[src/rtl/block_accumulator.sv]
// Block-read consumer: requests one block from the multiplier and reduces DEPTH beats to sum/beats/err.
// Optional max/index tracking is compiled in when BLOCK_ACC_MAX_EN is defined.
module block_accumulator #(
    parameter int WIDTH     = 32,
    parameter int DEPTH     = 64,
    parameter int TIMEOUT   = 16,
    parameter int ACC_WIDTH = WIDTH + $clog2(DEPTH)
) (
    input  logic                   clk,
    input  logic                   rst,
    input  logic                   start,
    input  logic                   RDY_mult,
    output logic                   EN_blockRead,
    input  logic                   VALID_memVal,
    input  logic [WIDTH-1:0]       memVal_data,
    output logic                   VALID_sum,
    input  logic                   ACK_sum,
    output logic [ACC_WIDTH-1:0]   sum_out,
    output logic [WIDTH-1:0]       max_out,
    output logic [5:0]             max_idx,
    output logic [$clog2(DEPTH):0] beats,
    output logic                   err,
    output logic                   busy
);

    localparam int CNT_W = $clog2(DEPTH) + 1;
    localparam int TMO_W = $clog2(TIMEOUT + 1);

    typedef enum logic [1:0] {
        S_IDLE,
        S_REQ,
        S_COLLECT,
        S_DONE
    } state_t;

    state_t               r_state;
    state_t               w_next;
    logic [ACC_WIDTH-1:0] r_acc;
    logic [CNT_W-1:0]     r_beats;
    logic [TMO_W-1:0]     r_tmo;
    logic                 r_err;

    logic w_clear;
    logic w_beat;
    logic w_last;
    logic w_expire;

    assign w_clear  = (r_state == S_REQ);
    assign w_beat   = (r_state == S_COLLECT) && VALID_memVal;
    assign w_last   = w_beat && (r_beats == CNT_W'(DEPTH - 1));
    // Expiry fires on the TIMEOUT-th consecutive idle cycle (counter holds TIMEOUT-1 before it).
    assign w_expire = (r_state == S_COLLECT) && !VALID_memVal &&
                      (r_tmo == TMO_W'(TIMEOUT - 1));

    always_ff @(posedge clk or posedge rst) begin
        if (rst) begin
            r_state <= S_IDLE;
        end else begin
            r_state <= w_next;
        end
    end

    always_comb begin
        w_next = r_state;
        case (r_state)
            S_IDLE:    if (start && RDY_mult) w_next = S_REQ;
            S_REQ:     w_next = S_COLLECT;
            S_COLLECT: if (w_last || w_expire) w_next = S_DONE;
            S_DONE:    if (ACK_sum) w_next = S_IDLE;
            default:   w_next = S_IDLE;
        endcase
    end

    always_ff @(posedge clk or posedge rst) begin
        if (rst) begin
            r_acc   <= '0;
            r_beats <= '0;
            r_tmo   <= '0;
            r_err   <= 1'b0;
        end else if (w_clear) begin
            r_acc   <= '0;
            r_beats <= '0;
            r_tmo   <= '0;
            r_err   <= 1'b0;
        end else if (w_beat) begin
            r_acc   <= r_acc + ACC_WIDTH'(memVal_data);
            r_beats <= r_beats + CNT_W'(1);
            r_tmo   <= '0;
        end else if (r_state == S_COLLECT) begin
            r_tmo <= r_tmo + TMO_W'(1);
            if (w_expire) r_err <= 1'b1;
        end
    end

`ifdef BLOCK_ACC_MAX_EN
    logic [WIDTH-1:0] r_max;
    logic [5:0]       r_max_idx;

    // Strict compare so ties keep the earliest index.
    always_ff @(posedge clk or posedge rst) begin
        if (rst) begin
            r_max     <= '0;
            r_max_idx <= '0;
        end else if (w_clear) begin
            r_max     <= '0;
            r_max_idx <= '0;
        end else if (w_beat && (memVal_data > r_max)) begin
            r_max     <= memVal_data;
            r_max_idx <= 6'(r_beats);
        end
    end

    assign max_out = r_max;
    assign max_idx = r_max_idx;
`else
    assign max_out = '0;
    assign max_idx = '0;
`endif

    assign EN_blockRead = (r_state == S_REQ);
    assign VALID_sum    = (r_state == S_DONE);
    assign busy         = (r_state != S_IDLE);
    assign sum_out      = r_acc;
    assign beats        = r_beats;
    assign err          = r_err;

endmodule
[config.mk]
export PLATFORM = sky130hd
export DESIGN_NAME = block_accumulator
export DESIGN_NICKNAME = d
export VERILOG_FILES = /design/src/rtl/block_accumulator.sv
export SDC_FILE = /design/constraint.sdc
export NUM_CORES = 1
export LEC_CHECK = 0
export ABC_CLOCK_PERIOD_IN_PS = 4300
export CORE_MARGIN = 2
export CORE_UTILIZATION = 30
export DETAILED_ROUTE_END_ITERATION = 10
export GPL_TIMING_DRIVEN = 0
export PLACE_DENSITY_LB_ADDON = 0.3
export SKIP_CTS_REPAIR_TIMING = 1
export SLEW_MARGIN = 20
export SYNTH_ARGS = -nofsm -noshare
export SYNTH_HDL_FRONTEND = slang
export SYNTH_SLANG_ARGS = --single-unit
export TNS_END_PERCENT = 20
[constraint.sdc]
create_clock -name clk -period 4.3 [get_ports clk]
set_input_delay 0.86 -clock clk [delete_from_list [all_inputs] [get_ports clk]]
set_output_delay 0.86 -clock clk [all_outputs]
set_load 0.02 [all_outputs]
# Yosys cells after proc, flatten, opt, wreduce, memory -nomap -nowiden
# Index checks and enable logic that the tools add are counted.
# op_classes
n_mux,15
add_sub_neg,3
n_eq_ne,9
n_reduce_logical,15
# op_table
cell,n
$mux 38,2
$add 38x32->38,1
$mux 5,3
$mux 7,2
$pmux 2 s4,1
$reduce_bool 2->1,4
$add 7x1->7 const B,1
$eq 7x6->1 const B,1
$mux 2,3
$reduce_and 3->1,2
$add 5x1->5 const B,1
$eq 5x4->1 const B,1
$logic_and 1x1->1,5
$eq 2x2->1 const B,2
$mux 1,4
$ne 2x1->1 const B,2
$ne 2x2->1 const B,2
$reduce_bool 3->1,1
$eq 2x1->1 const B,1
$logic_not 2->1,1
$logic_not 1->1,1
$logic_or 1x1->1,1
# totals
regBits,53
output_inout_bits,87
input_bits,38
elab_cells,47

# Logic depth before layout (Yosys ltp)
# logic_depth
word_depth,7
depth_mapped,11
mapped_depth_nobuf,11

# Worst setup path before layout
# Ideal clock, no wire load.
# synth_path
path_type,input to register
from,input memVal_data[0]
to,"register r_acc[28], in the netlist sum_out[28]"
cell_stages,11
t_required_ps,4231
t_arrival_ps,3057
path_buffers,0
path_slack_ps,1174
path_cell_list,ha_1 inv_1 fa_1 nand2b_1 a21oi_4 o2111ai_4 a21oi_4 nor2_1 o31a_1 or4_1 nand3_1
# synth_between
elab_chain_cells,3
# synth_rtl
element,line_no,rtl
"start, declared",15,"input logic [WIDTH-1:0] memVal_data,"
$add 38x32->38,86,r_acc <= r_acc + ACC_WIDTH'(memVal_data);
$mux 38,85,end else if (w_beat) begin
$mux 38,80,end else if (w_clear) begin
"end signal, assigned",86,
"end, declared",38,logic [ACC_WIDTH-1:0] r_acc;
# Every way passes these cells. The select of a mux whose other input is x is not followed.
# A chain may end at the register's enable or synchronous reset.

# Worst setup path after layout
# layout_path
from,input memVal_data[0]
to,"register r_acc[30], in the netlist sum_out[30]"
# The elaborated chain is that of the path after synthesis.

==> flow_summary.toml <==
[status]
status = "finished, final reports clean"

[global_route]
grt-ovfl-total = 0
grt_max_degree = 54
grtUsageTotal_pct = 15.6
grt_first_pass_wirelength_mm = 19.8
grt_pass1_vias = 3857
antenna_found_initial = 0

[power]
peakVddDrop_mv = 0.196
power_density_nw_per_um2 = 642
total_power_mw = 3.71
leakage_nw = 2.66

[final_layout]
area_delta_synth_final_pct = 31.7
nets = 728
post-route-cell-area_um2 = 5770
diodes = 0
multi_input_area_um2 = 2780
regArea_um2 = 1330
fin_cells = 834
fillers = 1507
drive_gt1_share_pct = 9.54

[worst_setup_path]
start_kind = "input pin"
r2r-start = "sum_out[0]"
crit_type = "input pin to register"
path_max_fanout = 4
crit-reg2reg-capture = "sum_out[30]"
regToRegSetupSlack_ps = 1280
endpoint_kind = "register"
reg2regPathDepth = 11
worstPathRequired_ps = 4500
arrival_ps = 3850

[cts]
cts_sinks = 53
cts_buffers = 5
cts_tree = "yes"
clockBufferDepth = 2
cts-root-buf = "clkbuf_16"
clkTransAtPathRegs_ps = 70
clkLatencyLatePin_ps = 310
h-tree-depth = 2

[yosys]
synth_cell_types = 59
syn_area_per_cell_um2 = 8.44
synth-edff-count = 0
synth_area_um2 = 4380
synth-seq-cells = 53
async_flop_share_pct = 100
synthCells = 519
yosys_most_used_dff = "dfrtp_1"
yosys_warnings = 0
synth-seq-area-share_pct = 30.3

[routing]
vias = 4043
drc = 0
first_iter_violations = 239
viasPerCell = 4.85
wl_per_cell_um = 14.6
dr.pass1.iters = 4
drt.antenna.violating_nets = 0
drt_wl_total_mm = 12.2

[sta]
finClkSkew_ps = 6.90
hold_viol = 0
setup_viol = 0
rsz0062_at_grt = "false"
tns_ps = 0
min_period_over_period_pct = 84.9
slew_headroom_pct = 54.0
finalCriticalPeriod_ps = 3650
layout_setup_ws_ps = 649
fmax_mhz = 274
tightest_slew_ps = 690
finalMaxSlewViolations = 0

[place]
post_dp_cell_area_um2 = 5610
place.gp.congestion = 0.853
buffer_ports.inserted = 86
dp_hpwl_mm = 9.37
dp.cells = 826
dp_slack_ps = 352

[floorplan]
die_area_um2 = 15600
io_pins = 125
fp.coreArea_um2 = 14400
rows = 44
start_util_pct = 30.4
die_w_um = 125
die_y_um = 125

[hold_path]
hp-start = "sum_out[17]"
min_to = "sum_out[17]"
hold_class = "register to register"
hold-path-cell-count = 2

[job]
drv_cap = 0
-- registers in the layout (all words and copies together), names as in the netlist --
signal	count
err	1
r_tmo	5
sum_out	38
beats	7
r_state	2
-- where the power goes --
group          internal, mW  switching, mW  leakage, nW  total, mW
registers             0.675          0.157        0.710      0.833
logic                  1.01           1.41         1.87       2.43
clock network         0.236          0.212       0.0775      0.448
-- worst max-delay path by stage --
stage                               from          end  slack, ps  depth (start not counted)
after floorplan           memVal_data[0]  sum_out[28]       1170                         11
after global placement    memVal_data[0]  sum_out[30]        370                         12
after detailed placement  memVal_data[0]  sum_out[30]        350                         12
after CTS                 memVal_data[0]  sum_out[30]        660                         12
after global routing      memVal_data[0]  sum_out[30]        440                         12
final                     memVal_data[0]  sum_out[30]        650                         12
-- logic make-up (layout without fill, tap and decap cells) --
group / Yosys count / after routing / synth area share, %
AND/OR/NAND/NOR: 174 / 174 / 18.6
AO/OA/AOI/OAI: 142 / 142 / 22.3
buffers and inverters: 73 / 167 / 9.54
flip-flops: 53 / 53 / 30.3
adder cells (fa/ha/maj): 41 / 41 / 11.9
XOR/XNOR: 27 / 27 / 5.40
multiplexers: 8 / 8 / 1.97
other: 1 / 38 / 0.0856
-- layout by cell type, fill, tap and decap left out, types with 6 or more instances in the layout --
master	count
a21o_1	19
o21ai_0	27
a21oi_1	43
conb_1	38
clkbuf_1	17
or3_1	7
buf_4	38
inv_1	14
nor2b_1	6
nand4_1	12
clkdlybuf4s50_1	86
ha_1	40
xnor2_1	13
xor2_1	14
nand3_1	16
a211oi_1	7
nand2_1	64
dfrtp_1	53
nor3_1	9
nor2_1	40
-- per-stage QoR --
stage                     hold slack, ps  util, %
after CTS                            522     40.0
after global placement               501     38.9
after floorplan                      497        -
final                                512     40.0
after detailed placement             505     38.9
after global routing                 550     40.0
-- synthesized netlist by cell type (4+ instances only) --
| library cell | instances | area (um^2) |
|---|---|---|
| nand2_1 | 64 | 240 |
| dfrtp_1 | 53 | 1330 |
| a21oi_1 | 43 | 215 |
| ha_1 | 40 | 500 |
| nor2_1 | 40 | 150 |
| buf_4 | 38 | 285 |
| o21ai_0 | 27 | 135 |
| a21o_1 | 19 | 143 |
| clkbuf_1 | 17 | 63.8 |
| nand3_1 | 16 | 80.1 |
| inv_1 | 15 | 56.3 |
| xor2_1 | 14 | 123 |
| xnor2_1 | 13 | 114 |
| nand4_1 | 12 | 75.1 |
| nor3_1 | 9 | 45.0 |
| a211oi_1 | 7 | 52.6 |
| or3_1 | 7 | 43.8 |
| nor2b_1 | 6 | 37.5 |
| a32o_1 | 5 | 50.1 |
| and3_1 | 5 | 31.3 |
| o21a_1 | 5 | 37.5 |
| mux2_1 | 4 | 45.0 |
| o22ai_1 | 4 | 25.0 |
-- layer usage --
metal	vias up	wire (um)	GRT usage, %	share of wire (%)
met1	1898	5600	20.7	46
met3	9	624	3.48	5.1
met5	-	0	0	0
li1	2034	-	-	-
met4	0	117	3.40	0.96
met2	102	5830	26.2	48
-- critical path, stage by stage --
cell and delay (ps):
clkdlybuf4s50_1 460, ha_1 160, inv_1 50, fa_1 380, nand2b_1 230, a21oi_4 210
o2111ai_4 180, nand3b_1 170, nand3_2 120, a2111oi_1 580, o21ai_0 160, a32o_1 280
-- final cells by class --
| cell class | count | share of cell area [%] |
|---|---|---|
| multi-input combinational | 430 | 48.1 |
| inverter | 15 | 1.02 |
| clock inverter | 2 | 0.304 |
| buffer | 58 | 6.27 |
| tap | 184 | 3.99 |
| sequential | 53 | 23.0 |
| clock buffer | 6 | 2.41 |
| timing repair buffer | 86 | 14.9 |
(Power assumes the default switching activity.)
==> RTL edit 1, RTL diff (same settings) <==
Build with the macro `BLOCK_ACC_MAX_EN` defined.
--- a/src/rtl/block_accumulator.sv
+++ b/src/rtl/block_accumulator.sv
@@ -2,2 +2,4 @@
 // Optional max/index tracking is compiled in when BLOCK_ACC_MAX_EN is defined.
+`define BLOCK_ACC_MAX_EN
+
 module block_accumulator #(
Function: changed (Yosys sat finds a counterexample within 4 cycles, from zero or initial values and one cycle with rst high).
==> RTL edit 1 against the unedited design <==
  * Sequential cell count increased by 38
  * Non-clock buffer count increased by 14
  * Clock power increased by 110%
  * Sequential share of layout area increased by 2.3 points
  * Setup slack improved by 0.028 ns
  * Utilization decreased by 0.44 points
  * Via count increased by 57%
  * Design area increased by 56%
  * Count of clock-buffer cells in the layout increased by 5
  * Synthesized area increased by 60%
  * Total power increased by 52%
  * Wire length increased by 72%
  * Critical endpoint is now max_idx[2]
  * Largest power group unchanged
==> RTL edit 1: results (changes against the unedited design) <==
Global routing
  • Initial antenna violation count: 0 (unchanged)
  • Tot GR Track Use: 17.4% (was 15.6%)
  • Largest net degree at the start of global routing: 64 (was 54)
  • First-pass GRT wire length: 33,500 um (was 19,800 um)
  • Vias in the first global route: 6,073 (was 3,857)

Logic synthesis
  • Register area share after synthesis: 32.5% (was 30.3%)
  • Syn nets: 922
  • Largest cells by area after synthesis: dfrtp_1, ha_1, nand2b_1 (was dfrtp_1, ha_1, buf_4)
  • Library cells used by synthesis: 67 (was 59)
  • Ys async rst share: 100% (unchanged)
  • Yosys warnings: 0 (unchanged)
  • EDFF count, synth: 0 (unchanged)
  • Synth top cells by count: dfrtp_1, nand2b_1, nand2_1, a21oi_1, ha_1 (was nand2_1, dfrtp_1, a21oi_1, ha_1, nor2_1)

Power and ir drop
  • Worst IR drop on VDD: 0.254 mV (was 0.196 mV)
  • Leak: 0.00371 uW (was 0.00266 uW)

Clock tree
  • Clk slew on worst S/H paths: 0.07 ns (about the same)
  • Clock Latency Late Sink: 0.35 ns (was 0.31 ns)
  • CTS Root Cell: clkbuf_16 (unchanged)
  • CTS H-Tree Depth: 3 (was 2)
  • Num CTS Buffers: 9 (was 5)
  • CTS Buffer Depth: 2 (unchanged)

Worst hold path
  • Hold Path Class: reg -> reg (unchanged)
  • Hold path depth: 2 (unchanged)

Place
  • Detailed-placement wirelength estimate: 16,000 um (was 9370 um)
  • Gp weighted congestion: 0.879 (was 0.853)
  • Dpl cell area: 0.00867 mm2 (was 0.00561 mm2)
  • PortBufs: 124 (was 86)

Layout
  • Max reg flops: 38 (unchanged)
  • Ant diodes: 0 (unchanged)
  • Final Net Count: 1,058 (was 728)
  • Fraction of layout cells with a size suffix above 1: 3.89% (was 9.54%)

Critical path
  • Critical path fanouts, max: 10 (was 4)
  • Slowest CP cell: nor4_1 (was a2111oi_1)
  • Critical Path AT: 3.89 ns (was 3.85 ns)
  • R2R cell count: 7 (was 11)
  • Max stage delay on crit path: 0.60 ns (was 0.58 ns)

Run status
  • Outcome: finished, final reports clean (unchanged)

Routing
  • Drt total wl: 20,900 um (was 12,200 um)
  • DR vias/cell: 5.01 (was 4.85)
  • Initial DRC count: 425 (was 239)
  • DR pass1 iterations: 5 (was 4)

STA
  • Final Skew: 0.00752 ns (was 0.00690 ns)
  • Slew Limit Headroom: 52.0% (was 54.0%)
-- RTL edit 1: cell types whose count changed in the layout (fill, tap and decap cells not counted), sizes merged, moves of 11 or more --
| cell | change |
|---|---|
| conb | -38 |
| inv | +31 |
| mux2i | +37 |
| o21ai | +16 |
| clkbuf | +11 |
| nand2b | +84 |
| a21oi | +34 |
| nand2 | +21 |
| a21o | -13 |
| buf | -30 |
| dfrtp | +38 |
| clkdlybuf4s50 | +38 |
| ha | +32 |
-- RTL edit 1: worst paths after layout --
check | start | to | slack, ns
max in group asynchronous | rst | sum_out[10] | 2.84
worst min-delay path | sum_out[22] | sum_out[22] | 0.51
worst max-delay path | memVal_data[15] | max_idx[2] | 0.68
min in group asynchronous | rst | max_out[28] | 0.84
worst min register to register | sum_out[22] | sum_out[22] | 0.51
worst max register to register | r_state[1] | err | 1.29
-- RTL edit 1: logic make-up (layout without fill, tap and decap cells) --
kind of cell	count (synthesis)	after routing	synth area share (%)
xor+xnor	28	28	3.50
simple gates	302	302	22.7
fa+ha+maj	73	73	13.1
mux	41	41	5.88
flops	91	91	32.5
buf+inv	80	220	4.52
compound gates	196	196	17.7
-- RTL edit 1: through the flow --
step | total power [uW] | hold WS [ns] | setup slack, ns | util (%) | cells
after floorplan | 3540 | 0.497 | 1.08 | - | 811
after detailed placement | 4730 | 0.510 | 0.244 | 38.1 | 1249
after global routing | 6110 | 0.553 | 0.454 | 39.6 | 1264
final | 5650 | 0.515 | 0.678 | 39.6 | 1264
after CTS | 5700 | 0.526 | 0.600 | 39.6 | 1264
after global placement | 4680 | 0.506 | -0.752 | 37.9 | 1248
-- RTL edit 1: power breakdown --
part | leakage (uW) | internal, uW | total, uW | switching (uW)
combinational | 0.00234 | 1430 | 3320 | 1890
sequential | 0.00120 | 1130 | 1380 | 257
clock | 0.000166 | 583 | 945 | 362
total | 0.00371 | 3140 | 5650 | 2510
-- RTL edit 1: critical path, delay by kind of cell --
family / cells / cell delay [ns]
buffers and inverters: 3 / 1.15
muxes: 1 / 0.24
AOI/OAI and AO/OA: 2 / 0.47
and+or+nand+nor: 2 / 0.79
adders and majority gates: 1 / 0.36
-- RTL edit 1: cell type report --
type,count,area (um2)
tap,313,392
sequential,91,2280
clock inverter,4,98.8
fill,2276,13800
inverter,47,181
clock buffer,11,243
timing repair buffer,125,1270
multi-input combinational,640,4410
buffer,33,140
-- RTL edit 1: layer usage --
metal / vias up / GRT usage (%) / share of wire (%)
met5: - / 0 / 0
met4: 0 / 3.54 / 0.98
met3: 11 / 3.77 / 4.6
met2: 142 / 28.2 / 46
met1: 3042 / 23.8 / 48
li1: 3140 / - / -
==> RTL edit 2, RTL diff (same flow settings) <==
Made on the original files. The 4 states of `state_t` get a Gray code encoding in 2 bits.
--- a/src/rtl/block_accumulator.sv
+++ b/src/rtl/block_accumulator.sv
@@ -29,6 +29,6 @@
     typedef enum logic [1:0] {
-        S_IDLE,
-        S_REQ,
-        S_COLLECT,
-        S_DONE
+        S_IDLE    = 2'b00,
+        S_REQ     = 2'b01,
+        S_COLLECT = 2'b11,
+        S_DONE    = 2'b10
     } state_t;
Check against the original RTL: same outputs for any inputs over 10 cycles, from zero or initial values and one cycle with rst high; not proved beyond that.
==> RTL edit 2 against the unedited design <==
  * Non-clock buffer count up 2
  * Clock power down 4.5%
  * Global-route usage down 0.11 points
  * Total power down 15%
  * Critical path depth unchanged
  * Register-to-register slack better by 0.13 ns
  * Combinational power down 20%
  * Setup slack better by 0.10 ns
  * Wire length down 4.0%
  * Worst hold slack worse by 0.0051 ns
  * Sequential cell count unchanged
  * Sequential power down 7.1%
  * Design area down 3.0%
  * Synthesized area down 3.7%
==> RTL edit 2: results (changes against the unedited design) <==
Routing
  • Drt total wl: 11,700 um (was 12,200 um)
  • Via count: 4,000 (was 4,043)
  • Initial DRC count: 223 (was 239)

Logic synthesis
  • Library cells used by synthesis: 51 (was 59)
  • Largest cells by area after synthesis: dfrtp_1, ha_1, buf_4 (unchanged)
  • Synth Area in Compound Gates: 22.2% (was 22.3%)
  • Mux cell area share after synthesis: 0.949% (was 1.97%)
  • Xor and xnor fraction of the mapped netlist area: 6.64% (was 5.40%)
  • Synth top cells by count: dfrtp_1, o21ai_0, nand2_1, a21oi_1, buf_4 (was nand2_1, dfrtp_1, a21oi_1, ha_1, nor2_1)
  • Register area share after synthesis: 31.4% (was 30.3%)

Global routing
  • First-pass GRT wire length: 18,700 um (was 19,800 um)
  • Global routing met1 resource utilization: 20.4% (was 20.7%)
  • Met2 usage: 26.5% (was 26.2%)
  • Tot GR Track Use: 15.5% (was 15.6%)

Floorplanning
  • Core box area: 0.0138 mm2 (was 0.0144 mm2)

Layout
  • Comb_multi_in: 414 (was 430)
  • Non-CTS buffers: 146 (was 144)
  • Fraction of layout cells with a size suffix above 1: 8.63% (was 9.54%)
  • Fill count: 1,424 (was 1,507)
  • NonClk Buf Share: 22.1% (was 21.2%)
  • Final Net Count: 710 (was 728)
  • Fraction of area in multi-input gates: 46.3% (was 48.1%)

Place
  • Detailed-placement wirelength estimate: 9020 um (was 9370 um)
  • Dpl cell area: 0.00545 mm2 (was 0.00561 mm2)

Power and ir drop
  • Leak: 0.00268 uW (was 0.00266 uW)

Run status
  • Outcome: finished, final reports clean (unchanged)

STA
  • Worst Tran Pin Value: 0.694 ns (was 0.690 ns)
## RTL edit 2: cell types whose count changed after synthesis, moves of 5 or more
cell      delta
a32o_1       -5
and3_1       +5
ha_1         -5
nand2_1     -17
nand2b_1     +8
nand3_1     +15
nor2_1      -20
nor3_1       -5
o21ai_0     +23
## RTL edit 2: final timing paths
| path | start | to | slack, ns | depth (start not counted) |
|---|---|---|---|---|
| max | memVal_data[0] | sum_out[36] | 0.75 | 12 |
| min | sum_out[33] | sum_out[33] | 0.51 | 1 |
| max reg2reg | sum_out[0] | sum_out[36] | 1.41 | 11 |
| min reg2reg | sum_out[33] | sum_out[33] | 0.51 | 1 |
| max in group asynchronous | rst | sum_out[24] | 2.82 | 2 |
| min in group asynchronous | rst | err | 1.02 | 2 |
## RTL edit 2: worst reg2reg max path, stage by stage, from the launching register on
cell and delay, ns:
dfrtp_1 0.37, ha_1 0.21, inv_1 0.07, fa_1 0.41
nand2b_1 0.19, a21oi_1 0.19, o22a_1 0.23, o211a_1 0.28
a21oi_1 0.15, o21ai_1 0.37, a21oi_1 0.15, mux2i_1 0.15
## RTL edit 2: stage by stage
stage / hold WS [ns] / instances / util, %
finish: 0.507 / 817 / 40.5
global route: 0.533 / 817 / 40.5
CTS: 0.509 / 817 / 40.5
detailed placement: 0.498 / 809 / 39.4
global placement: 0.499 / 809 / 39.4
floorplan: 0.497 / 543 / -
## RTL edit 2: metal layers
metal / share of wire [%] / vias up
met5: 0 / -
met3: 5.3 / 7
met1: 46 / 1890
met4: 0.73 / 0
li1: - / 1997
met2: 48 / 106
## RTL edit 2: power by group
group	switching, uW	total (uW)	internal [uW]
registers	131	774	643
clock network	207	428	221
logic	1120	1950	828
